## src/rtl/branch_resolve_unit_if.sv

```systemverilog
// Dispatch / branch-RS CDB / ROB-head bundle for the branch resolve unit.
// The master side (dispatch, RS, ROB) drives requests; the slave side is the unit.
interface branch_resolve_unit_if #(
    parameter int ROB_DEPTH = 3
);
    logic                 alloc_valid;
    logic [ROB_DEPTH-1:0] alloc_rob;
    logic [31:0]          alloc_pred_pc;
    logic                 cdb_branch_rs_valid;
    logic [ROB_DEPTH-1:0] cdb_branch_rs_rob;
    logic                 cdb_branch_take;
    logic [31:0]          cdb_branch_target_pc;
    logic                 commit_valid;
    logic [ROB_DEPTH-1:0] commit_rob;
    logic                 commit_branch_ok;
    logic                 move_flush;
    logic [31:0]          flush_pc;
    logic                 busy;
    logic [31:0]          br_count;
    logic [31:0]          mispred_count;

    modport master (
        output alloc_valid, alloc_rob, alloc_pred_pc,
        output cdb_branch_rs_valid, cdb_branch_rs_rob, cdb_branch_take, cdb_branch_target_pc,
        output commit_valid, commit_rob,
        input  commit_branch_ok, move_flush, flush_pc, busy, br_count, mispred_count
    );

    modport slave (
        input  alloc_valid, alloc_rob, alloc_pred_pc,
        input  cdb_branch_rs_valid, cdb_branch_rs_rob, cdb_branch_take, cdb_branch_target_pc,
        input  commit_valid, commit_rob,
        output commit_branch_ok, move_flush, flush_pc, busy, br_count, mispred_count
    );
endinterface

```

## src/rtl/branch_resolve_unit.sv

```systemverilog
// Branch resolve unit: records branch predictions at dispatch, resolved next-PCs
// from the branch RS CDB, and at commit raises a one-cycle flush with the
// redirect PC when the resolved next-PC differs from what fetch followed.
module branch_resolve_unit #(
    parameter int ROB_DEPTH = 3
) (
    input  logic                  clk,
    input  logic                  rst,
    branch_resolve_unit_if.slave  bus
);
    localparam int N = 2 ** ROB_DEPTH;

    typedef enum logic [1:0] {IDLE, FLUSH, RECOVER} state_t;

    state_t         state_q, state_d;
    logic [N-1:0]   pend_q, pend_d;
    logic [N-1:0]   res_q, res_d;
    logic [N-1:0]   mis_q, mis_d;
    logic [31:0]    flush_pc_q, flush_pc_d;
    logic [31:0]    br_count_q, br_count_d;
    logic [31:0]    mispred_count_q, mispred_count_d;

    // Per-entry payload; only meaningful while the entry is pending, so no reset.
    logic [31:0]    pred_pc_q [N];
    logic [31:0]    act_pc_q [N];
    logic [N-1:0]   take_q;

    logic           idle;
    logic           alloc_en;
    logic           cdb_en;
    logic           cdb_mis;
    logic           commit_ok;
    logic           unused_take;

    // The direction bit is kept for debug visibility; the next-PC compare
    // already captures every mispredict, so nothing downstream consumes it.
    assign unused_take = ^take_q;

    // Event qualification: alloc and CDB only act in IDLE, alloc wins a same-tag
    // collision, and commit sees only results registered in earlier cycles.
    always_comb begin
        idle      = (state_q == IDLE);
        alloc_en  = idle && bus.alloc_valid;
        cdb_en    = idle && bus.cdb_branch_rs_valid
                    && pend_q[bus.cdb_branch_rs_rob] && !res_q[bus.cdb_branch_rs_rob]
                    && !(alloc_en && (bus.alloc_rob == bus.cdb_branch_rs_rob));
        cdb_mis   = (bus.cdb_branch_target_pc != pred_pc_q[bus.cdb_branch_rs_rob]);
        commit_ok = idle && bus.commit_valid
                    && pend_q[bus.commit_rob] && res_q[bus.commit_rob];
    end

    // Next state of the per-entry flags and the commit counters.
    always_comb begin
        pend_d          = pend_q;
        res_d           = res_q;
        mis_d           = mis_q;
        flush_pc_d      = flush_pc_q;
        br_count_d      = br_count_q;
        mispred_count_d = mispred_count_q;
        if (commit_ok) begin
            pend_d[bus.commit_rob] = 1'b0;
            res_d[bus.commit_rob]  = 1'b0;
            br_count_d             = br_count_q + 32'd1;
            if (mis_q[bus.commit_rob]) begin
                mispred_count_d = mispred_count_q + 32'd1;
                flush_pc_d      = act_pc_q[bus.commit_rob];
            end
        end
        if (alloc_en) begin
            pend_d[bus.alloc_rob] = 1'b1;
            res_d[bus.alloc_rob]  = 1'b0;
            mis_d[bus.alloc_rob]  = 1'b0;
        end
        if (cdb_en) begin
            res_d[bus.cdb_branch_rs_rob] = 1'b1;
            mis_d[bus.cdb_branch_rs_rob] = cdb_mis;
        end
        // Everything in flight is on the wrong path once the flush fires.
        if (state_q == FLUSH) begin
            pend_d = '0;
            res_d  = '0;
            mis_d  = '0;
        end
    end

    // FSM next state: a mispredicted commit triggers FLUSH then RECOVER.
    always_comb begin
        state_d = state_q;
        case (state_q)
            IDLE:    if (commit_ok && mis_q[bus.commit_rob]) state_d = FLUSH;
            FLUSH:   state_d = RECOVER;
            RECOVER: state_d = IDLE;
            default: state_d = IDLE;
        endcase
    end

    // FSM outputs: flush pulse and busy are decoded from the registered state.
    always_comb begin
        bus.move_flush       = (state_q == FLUSH);
        bus.busy             = (state_q != IDLE);
        bus.commit_branch_ok = commit_ok;
        bus.flush_pc         = flush_pc_q;
        bus.br_count         = br_count_q;
        bus.mispred_count    = mispred_count_q;
    end

    // State register and control flags, asynchronously cleared.
    always_ff @(posedge clk or negedge rst) begin
        if (!rst) begin
            state_q         <= IDLE;
            pend_q          <= '0;
            res_q           <= '0;
            mis_q           <= '0;
            flush_pc_q      <= '0;
            br_count_q      <= '0;
            mispred_count_q <= '0;
        end else begin
            state_q         <= state_d;
            pend_q          <= pend_d;
            res_q           <= res_d;
            mis_q           <= mis_d;
            flush_pc_q      <= flush_pc_d;
            br_count_q      <= br_count_d;
            mispred_count_q <= mispred_count_d;
        end
    end

    // Payload capture at allocation and at resolution.
    always_ff @(posedge clk) begin
        if (alloc_en) begin
            pred_pc_q[bus.alloc_rob] <= bus.alloc_pred_pc;
        end
        if (cdb_en) begin
            act_pc_q[bus.cdb_branch_rs_rob] <= bus.cdb_branch_target_pc;
            take_q[bus.cdb_branch_rs_rob]   <= bus.cdb_branch_take;
        end
    end
endmodule

```

## src/flat_wrapper.sv

```systemverilog
// flat-port wrapper written by rule: the top's interface ports become plain ports
module branch_resolve_unit_flat 
#(
    parameter int ROB_DEPTH = 3
)
  (clk, rst, bus_alloc_valid, bus_alloc_rob, bus_alloc_pred_pc, bus_cdb_branch_rs_valid, bus_cdb_branch_rs_rob, bus_cdb_branch_take, bus_cdb_branch_target_pc, bus_commit_valid, bus_commit_rob, bus_commit_branch_ok, bus_move_flush, bus_flush_pc, bus_busy, bus_br_count, bus_mispred_count);
  branch_resolve_unit_if #(.ROB_DEPTH(ROB_DEPTH)) bus_i ();
  input  logic clk;
  input  logic rst;
  input wire logic [$bits(bus_i.alloc_valid)-1:0] bus_alloc_valid;
  input wire logic [$bits(bus_i.alloc_rob)-1:0] bus_alloc_rob;
  input wire logic [$bits(bus_i.alloc_pred_pc)-1:0] bus_alloc_pred_pc;
  input wire logic [$bits(bus_i.cdb_branch_rs_valid)-1:0] bus_cdb_branch_rs_valid;
  input wire logic [$bits(bus_i.cdb_branch_rs_rob)-1:0] bus_cdb_branch_rs_rob;
  input wire logic [$bits(bus_i.cdb_branch_take)-1:0] bus_cdb_branch_take;
  input wire logic [$bits(bus_i.cdb_branch_target_pc)-1:0] bus_cdb_branch_target_pc;
  input wire logic [$bits(bus_i.commit_valid)-1:0] bus_commit_valid;
  input wire logic [$bits(bus_i.commit_rob)-1:0] bus_commit_rob;
  output wire logic [$bits(bus_i.commit_branch_ok)-1:0] bus_commit_branch_ok;
  output wire logic [$bits(bus_i.move_flush)-1:0] bus_move_flush;
  output wire logic [$bits(bus_i.flush_pc)-1:0] bus_flush_pc;
  output wire logic [$bits(bus_i.busy)-1:0] bus_busy;
  output wire logic [$bits(bus_i.br_count)-1:0] bus_br_count;
  output wire logic [$bits(bus_i.mispred_count)-1:0] bus_mispred_count;
  assign bus_i.alloc_valid = bus_alloc_valid;
  assign bus_i.alloc_rob = bus_alloc_rob;
  assign bus_i.alloc_pred_pc = bus_alloc_pred_pc;
  assign bus_i.cdb_branch_rs_valid = bus_cdb_branch_rs_valid;
  assign bus_i.cdb_branch_rs_rob = bus_cdb_branch_rs_rob;
  assign bus_i.cdb_branch_take = bus_cdb_branch_take;
  assign bus_i.cdb_branch_target_pc = bus_cdb_branch_target_pc;
  assign bus_i.commit_valid = bus_commit_valid;
  assign bus_i.commit_rob = bus_commit_rob;
  assign bus_commit_branch_ok = bus_i.commit_branch_ok;
  assign bus_move_flush = bus_i.move_flush;
  assign bus_flush_pc = bus_i.flush_pc;
  assign bus_busy = bus_i.busy;
  assign bus_br_count = bus_i.br_count;
  assign bus_mispred_count = bus_i.mispred_count;
  branch_resolve_unit #(.ROB_DEPTH(ROB_DEPTH)) u_core (.clk(clk), .rst(rst), .bus(bus_i));
endmodule
```

## config.mk

```make
export PLATFORM = sky130hd
export DESIGN_NAME = branch_resolve_unit_flat
export DESIGN_NICKNAME = d
export VERILOG_FILES = /design/src/rtl/branch_resolve_unit_if.sv /design/src/rtl/branch_resolve_unit.sv /design/src/flat_wrapper.sv
export SDC_FILE = /design/constraint.sdc
export NUM_CORES = 1
export LEC_CHECK = 0
export BUFFER_PORTS_ARGS = -buffer_cell sky130_fd_sc_hd__buf_4
export CORE_MARGIN = 2
export CORE_UTILIZATION = 49
export CTS_BUF_LIST = sky130_fd_sc_hd__clkbuf_8
export DETAILED_ROUTE_END_ITERATION = 7
export GPL_TIMING_DRIVEN = 0
export PLACE_DENSITY = 0.72
export SLEW_MARGIN = 20
export SYNTH_ARGS = -nofsm -noshare
export SYNTH_HDL_FRONTEND = slang
export SYNTH_SLANG_ARGS = --single-unit
```

## constraint.sdc

```tcl
create_clock -name clk -period 5.8 [get_ports clk]
set_input_delay 0.29 -clock clk [delete_from_list [all_inputs] [get_ports clk]]
set_output_delay 0.29 -clock clk [all_outputs]
set_load 0.02 [all_outputs]
```

==> results.cfg, run 1 <==
[route]
wl_mm = 62.14
drc = 0
num_vias = 14940
drt-initial-drc-count = 1514
vias_per_cell = 5.851
ant_nets = 0
wl_per_cell_um = 24.34
dr.pass1.iters = 7

[synth]
synth_simple_gate_area_share_pct = 4.985
yosys_warnings = 0
synth_cells = 1432
synth_area_leaders = edfxtp_1 (62%), dfrtp_1 (12%), mux4_2 (4.6%), xnor2_1 (2.3%), mux2i_1 (2.2%)
synth_fp_nets = 1513
synthAdderAreaFrac_pct = 0.1016
avgSynthCellArea_sq_um = 17.19
synth.area.mux_share_pct = 7.181
synth_top_family_by_area = compound AO/OA/AOI/OAI gates
yosysTopAreaCell = edfxtp_1
synthXorXnorAreaFrac_pct = 3.130
synth_top_area_share_pct = 62.45
synth-seq-cells = 634
seq_area_frac_synth_pct = 74.85
async_flop_share_pct = 19.24
yosys.cell_types.count = 60
synth-compound-area-share_pct = 7.973
synth_edf_count = 512
synth_top_flop_cell = edfxtp_1
syn_area_sq_um = 24620

[sta]
hold_viol = 0
worst_pin_slew_ps = 1054
slew_violations = 0
setup_viol = 0
skew_ps = 36.80
rsz0062_at_grt = no
setup_tns_ps = 0
finalCriticalPeriod_ps = 3387
slew-limit-headroom_pct = 29.75
whs_ps = 66.77
fmax_mhz = 295.3
layout_setup_ws_ps = 2413
min_period_over_period_pct = 58.39

[worst_setup_path]
end_kind = flop
critPathMaxStageDelay_ps = 680
crit_arrival_ps = 3770
r2r_cells = 7
critical_path.slowest_cell = nor3_2
ff2ff_setup_slack_ps = 2760
crit_fanout = 10
rr_startpoint = u_core.state_q[0]
path_class = input port to flop
startpoint_type = input port
path_cells = clkbuf_1, buf_2, buf_1, mux4_2, nor2_1, o2111ai_1, or2_2, nor3_2, buf_4, buf_6
timing.rr.end = u_core.act_pc_q[1][4]
worstPathRequired_ps = 6180

[placement]
hpwl_mm = 40.85
gp_congestion = 0.8284
port-buffer-count = 173
placedCellCount = 2304
dp_slack_ps = 1748

[clock_tree]
cts.sink_count = 634
clk_latency_ps = 700
cts-root-buf = clkbuf_8
cts_buffers = 99
h-tree-depth = 3
cts_tree = done
cts.repair.resized = 0
cts_setup_buffers = 0
ctsHoldBuffers = 66
cts_buffer_depth = 3
clk_pin_slew_worst_paths_ps = 60

[final_layout]
drive_gt1_share_pct = 23.34
n_antenna_cell = 0
layout_common_cells = edfxtp_1 (512), buf_4 (185), dfrtp_1 (122)
nets = 1880
fin_cells = 2553
final_common_cell = edfxtp_1
area_delta_synth_final_pct = 21.16

[power]
power_density_nw_per_um2 = 338.0
ir_drop_mv = 0.3507
power.leakage_nw = 11.07
power_w = 0.01008

[floorplanning]
chipHeight_um = 228.2
io_pins = 178
fp.coreArea_sq_um = 49860
die_area_sq_um = 52060
die_x_um = 228.2
start_util_pct = 49.38
rows = 82

[grt]
antenna_found_initial = 2
grt_pass1_wl_mm = 92.42
grtUsageTotal_pct = 23.81
overflow = 0
grt_pass1_vias = 14910
grt_start_max_net_pins = 68

[min_path]
hold_class = input port to flop
holdPathStages = 3
min_from = bus_alloc_rob[1]
hold_end = u_core.pend_q[7]

[job]
cap_violations = 0

[run_status]
status = completed
-- metal layers --
metal | share of wire [%] | GRT usage [%]
met5 | 0.029 | 0
met4 | 3.3 | 8.395
met3 | 8.2 | 4.425
met2 | 49 | 39.77
met1 | 39 | 31.53
-- synth_stat cells, types with 5 or more instances --
| master | count |
|---|---|
| edfxtp_1 | 512 |
| dfrtp_1 | 122 |
| a22oi_1 | 69 |
| xnor2_1 | 65 |
| nand2_1 | 55 |
| mux2i_1 | 54 |
| mux4_2 | 50 |
| nor2_1 | 46 |
| a22o_1 | 41 |
| a31oi_1 | 41 |
| nand3_1 | 38 |
| a221oi_1 | 37 |
| inv_1 | 32 |
| clkbuf_1 | 30 |
| a21o_1 | 28 |
| xor2_1 | 23 |
| buf_2 | 20 |
| a21oi_1 | 18 |
| and3_1 | 18 |
| nand4_1 | 16 |
| nor3_1 | 15 |
| buf_1 | 10 |
| mux2_2 | 7 |
| nor4_1 | 7 |
| buf_4 | 6 |
| nand2b_1 | 6 |
| a221o_1 | 5 |
| and2_1 | 5 |
| and4_1 | 5 |
| nor2b_1 | 5 |
-- registers in the layout, summed over array words and instances (netlist names) --
register,count
u_core.res_q,8
u_core.act_pc_q,256
u_core.mis_q,8
u_core.state_q,2
u_core.pred_pc_q,256
u_core.bus.br_count,32
u_core.bus.flush_pc,32
u_core.bus.mispred_count,32
u_core.pend_q,8
-- worst max path at each step --
stage                                   startpoint                      to  cells after the start
after floorplan           bus_cdb_branch_rs_rob[2]   u_core.act_pc_q[1][0]                      8
after global placement    bus_cdb_branch_rs_rob[2]         u_core.mis_q[1]                      9
after detailed placement  bus_cdb_branch_rs_rob[2]  u_core.act_pc_q[1][25]                     10
after CTS                        u_core.state_q[0]    bus_commit_branch_ok                      6
after global routing      bus_cdb_branch_rs_rob[2]   u_core.act_pc_q[1][4]                     10
final                     bus_cdb_branch_rs_rob[2]   u_core.act_pc_q[1][4]                     10
-- power breakdown --
part           total, W  leakage (nW)  internal [W]  switching [W]
clock network   0.00349          1.05       0.00177        0.00171
registers       0.00539          6.21       0.00522       0.000174
logic           0.00121          3.80      0.000520       0.000686
total            0.0101          11.1       0.00751        0.00257
-- critical path, delay by kind of cell --
kind            cells  cell delay, ps
compound gates      1             160
buf+inv             5            1710
mux                 1             420
simple gates        3            1180
-- cell families after synthesis --
group,after synthesis
AO/OA/AOI/OAI,257
XOR/XNOR,88
adder cells (fa/ha/maj),2
buffers and inverters,102
flip-flops,634
multiplexers,113
AND/OR/NAND/NOR,236
-- stage by stage --
| step | utilization, % | instance area, sq um |
|---|---|---|
| floorplan | - | 24620 |
| global placement | 53.67 | 26760 |
| detailed placement | 54.79 | 27320 |
| CTS | 59.82 | 29830 |
| global route | 59.82 | 29830 |
| finish | 59.82 | 29830 |
-- area by class of cell --
cell class | count | area (sq um)
well taps | 672 | 840.8
fillers | 3791 | 20030
clock buffers | 105 | 1445
repair buffers | 266 | 2451
plain buffers | 68 | 311.5
clock inverters | 78 | 406.6
inverters | 34 | 127.6
multi-input cells | 696 | 5819
flip-flops and latches | 634 | 18430
Power figures use the tool's default switching activity.
==> run 2: changes to the inputs <==
==> constraint.sdc (replaced) <==
create_clock -name clk -period 3.23 [get_ports clk]
set_input_delay 0.1615 -clock clk [delete_from_list [all_inputs] [get_ports clk]]
set_output_delay 0.1615 -clock clk [all_outputs]
set_load 0.02 [all_outputs]
==> run 2 against run 1 <==
- clock-buffer cell count is 3 lower
- design area up 0.47%
- non-clock buffer count rose by 3
- critical path depth down 1
- hold slack better by 61 ps
- sequential share of layout area shrank 0.29 points
- utilization rose by 0.28 points
- wire length rose by 1.1%
- register-to-register slack got worse by 2400 ps
- first-iteration DRC count increased by 1.1%
- critical endpoint is now u_core.bus.flush_pc[27]
- largest cell class unchanged
- largest power group unchanged
- highest routed layer unchanged
==> results.cfg, run 2 (synthesized netlist as in run 1, its figures left out) <==
[power]
ir_drop_mv = 0.4114
power_density_nw_per_um2 = 608.6
power_w = 0.01824
power.leakage_nw = 11.15

[clock_tree]
cts_buffer_depth = 3
cts-root-buf = clkbuf_8
cts.sink_count = 634
cts_buffers = 99
cts_tree = done
clk_pin_slew_worst_paths_ps = 60
cts_setup_buffers = 0
clk_latency_ps = 730
h-tree-depth = 3

[worst_setup_path]
crit_fanout = 10
r2r_cells = 9
cp_top_family = buffers and inverters
critical_path.slowest_cell = nor3_1
critPathMaxStageDelay_ps = 900
path_cells = buf_4, buf_2, clkbuf_1, nor3_1, clkbuf_1, buf_1, a22oi_1, a31oi_1, a21o_1
critPathLaunch = bus_commit_rob[1]
startpoint_type = input port
timing.rr.end = u_core.bus.mispred_count[5]
ff2ff_setup_slack_ps = 370
crit_arrival_ps = 3770
worstPathRequired_ps = 3880
rr_startpoint = u_core.state_q[0]
critPathMostFrequentCell = clkbuf_1
path_class = input port to flop
end_kind = flop
worst-path-buf-inv = 5

[final_layout]
drive_gt1_share_pct = 23.20
fin_cells = 2559
reg_top3 = u_core.act_pc_q: 256 flops, u_core.pred_pc_q: 256 flops
area_delta_synth_final_pct = 21.73
nets = 1883
final_common_cell = edfxtp_1
layout_common_cells = edfxtp_1 (512), buf_4 (178), dfrtp_1 (122)
fin_area_sq_um = 29970

[route]
dr.pass1.iters = 5
wl_per_cell_um = 24.55
wl_mm = 62.81
drc = 0
num_vias = 14910
drt-initial-drc-count = 1531
vias_per_cell = 5.828
ant_nets = 0

[placement]
hpwl_mm = 40.63
place_area_sq_um = 27350
port-buffer-count = 173
gp_congestion = 0.8429
placedCellCount = 2300

[min_path]
holdPathStages = 5
hold_class = input port to flop
min_from = bus_commit_valid
hold_end = u_core.bus.br_count[1]

[sta]
rsz0062_at_grt = no
slew_violations = 0
hold_viol = 0
fmax_mhz = 320.4
slew-limit-headroom_pct = 29.61
whs_ps = 128.1
min_period_over_period_pct = 96.61
worst_pin_slew_ps = 1048
setup_viol = 0
setup_tns_ps = 0
skew_ps = 56.56
finalCriticalPeriod_ps = 3121

[floorplanning]
chipHeight_um = 228.2
die_x_um = 228.2
fp.coreArea_sq_um = 49860
rows = 82
io_pins = 178
die_area_sq_um = 52060
start_util_pct = 49.38

[grt]
grtUsageTotal_pct = 24.16
grt_start_max_net_pins = 64
grt_pass1_vias = 14960
overflow = 0
grt_pass1_wl_mm = 93.57
antenna_found_initial = 4

[job]
cap_violations = 0

[run_status]
status = completed
-- run 2: how the worst max path moves through the flow --
| stage | to | slack (ps) | depth (start not counted) |
|---|---|---|---|
| floorplan | u_core.act_pc_q[3][0] | -450 | 8 |
| global placement | u_core.mis_q[7] | -2630 | 9 |
| detailed placement | u_core.act_pc_q[1][1] | -580 | 9 |
| CTS | bus_commit_branch_ok | 80 | 6 |
| global route | u_core.act_pc_q[1][9] | 2 | 9 |
| finish | u_core.bus.flush_pc[27] | 110 | 9 |
-- run 2: area by class of cell --
class                      instances  area (sq um)
sequential                       634         18430
buffer                            68         312.8
inverter                          34         127.6
fill                            3705         19890
clock inverter                    81         470.5
timing repair buffer             269          2546
multi-input combinational        696          5834
clock buffer                     102          1404
antenna                            3         7.507
tap                              672         840.8
-- run 2: worst min-delay path: cells and delay by family --
family                 cells  cell delay (ps)
AO/OA/AOI/OAI              2              240
AND/OR/NAND/NOR            1               70
multiplexers               1              230
buffers and inverters      1              110
-- run 2: repair_timing --
action                                  CTS  global route
hold endpoints to repair                650             0
gates resized for setup                   1             1
endpoints found under the setup margin    1             1
gates cloned                              0             0
hold buffers                             73             0
-- run 2: layer usage --
layer / share of wire (%) / global-route usage, % / routed length [um] / up-vias
met5: 0.043 / 0 / 27 / -
met3: 8.2 / 5.188 / 5152 / 140
met2: 49 / 39.39 / 30580 / 712
li1: - / - / - / 6452
met1: 40 / 32.03 / 25070 / 7605
met4: 3.2 / 9.375 / 1986 / 4
-- run 2: power by group --
group	internal (W)	switching, W	total, W	leakage [nW]
clock	0.00327	0.00311	0.00638	1.10
sequential	0.00937	0.000308	0.00968	6.21
combinational	0.000944	0.00124	0.00218	3.83
total	0.0136	0.00466	0.0182	11.1
-- run 2: per-stage QoR --
| stage | worst slack [ps] | utilization (%) |
|---|---|---|
| after global placement | -2627 | 53.70 |
| after floorplan | -447.0 | - |
| after global routing | 2.291 | 60.10 |
| final | 109.4 | 60.11 |
| after detailed placement | -581.2 | 54.84 |
| after CTS | 83.41 | 60.09 |
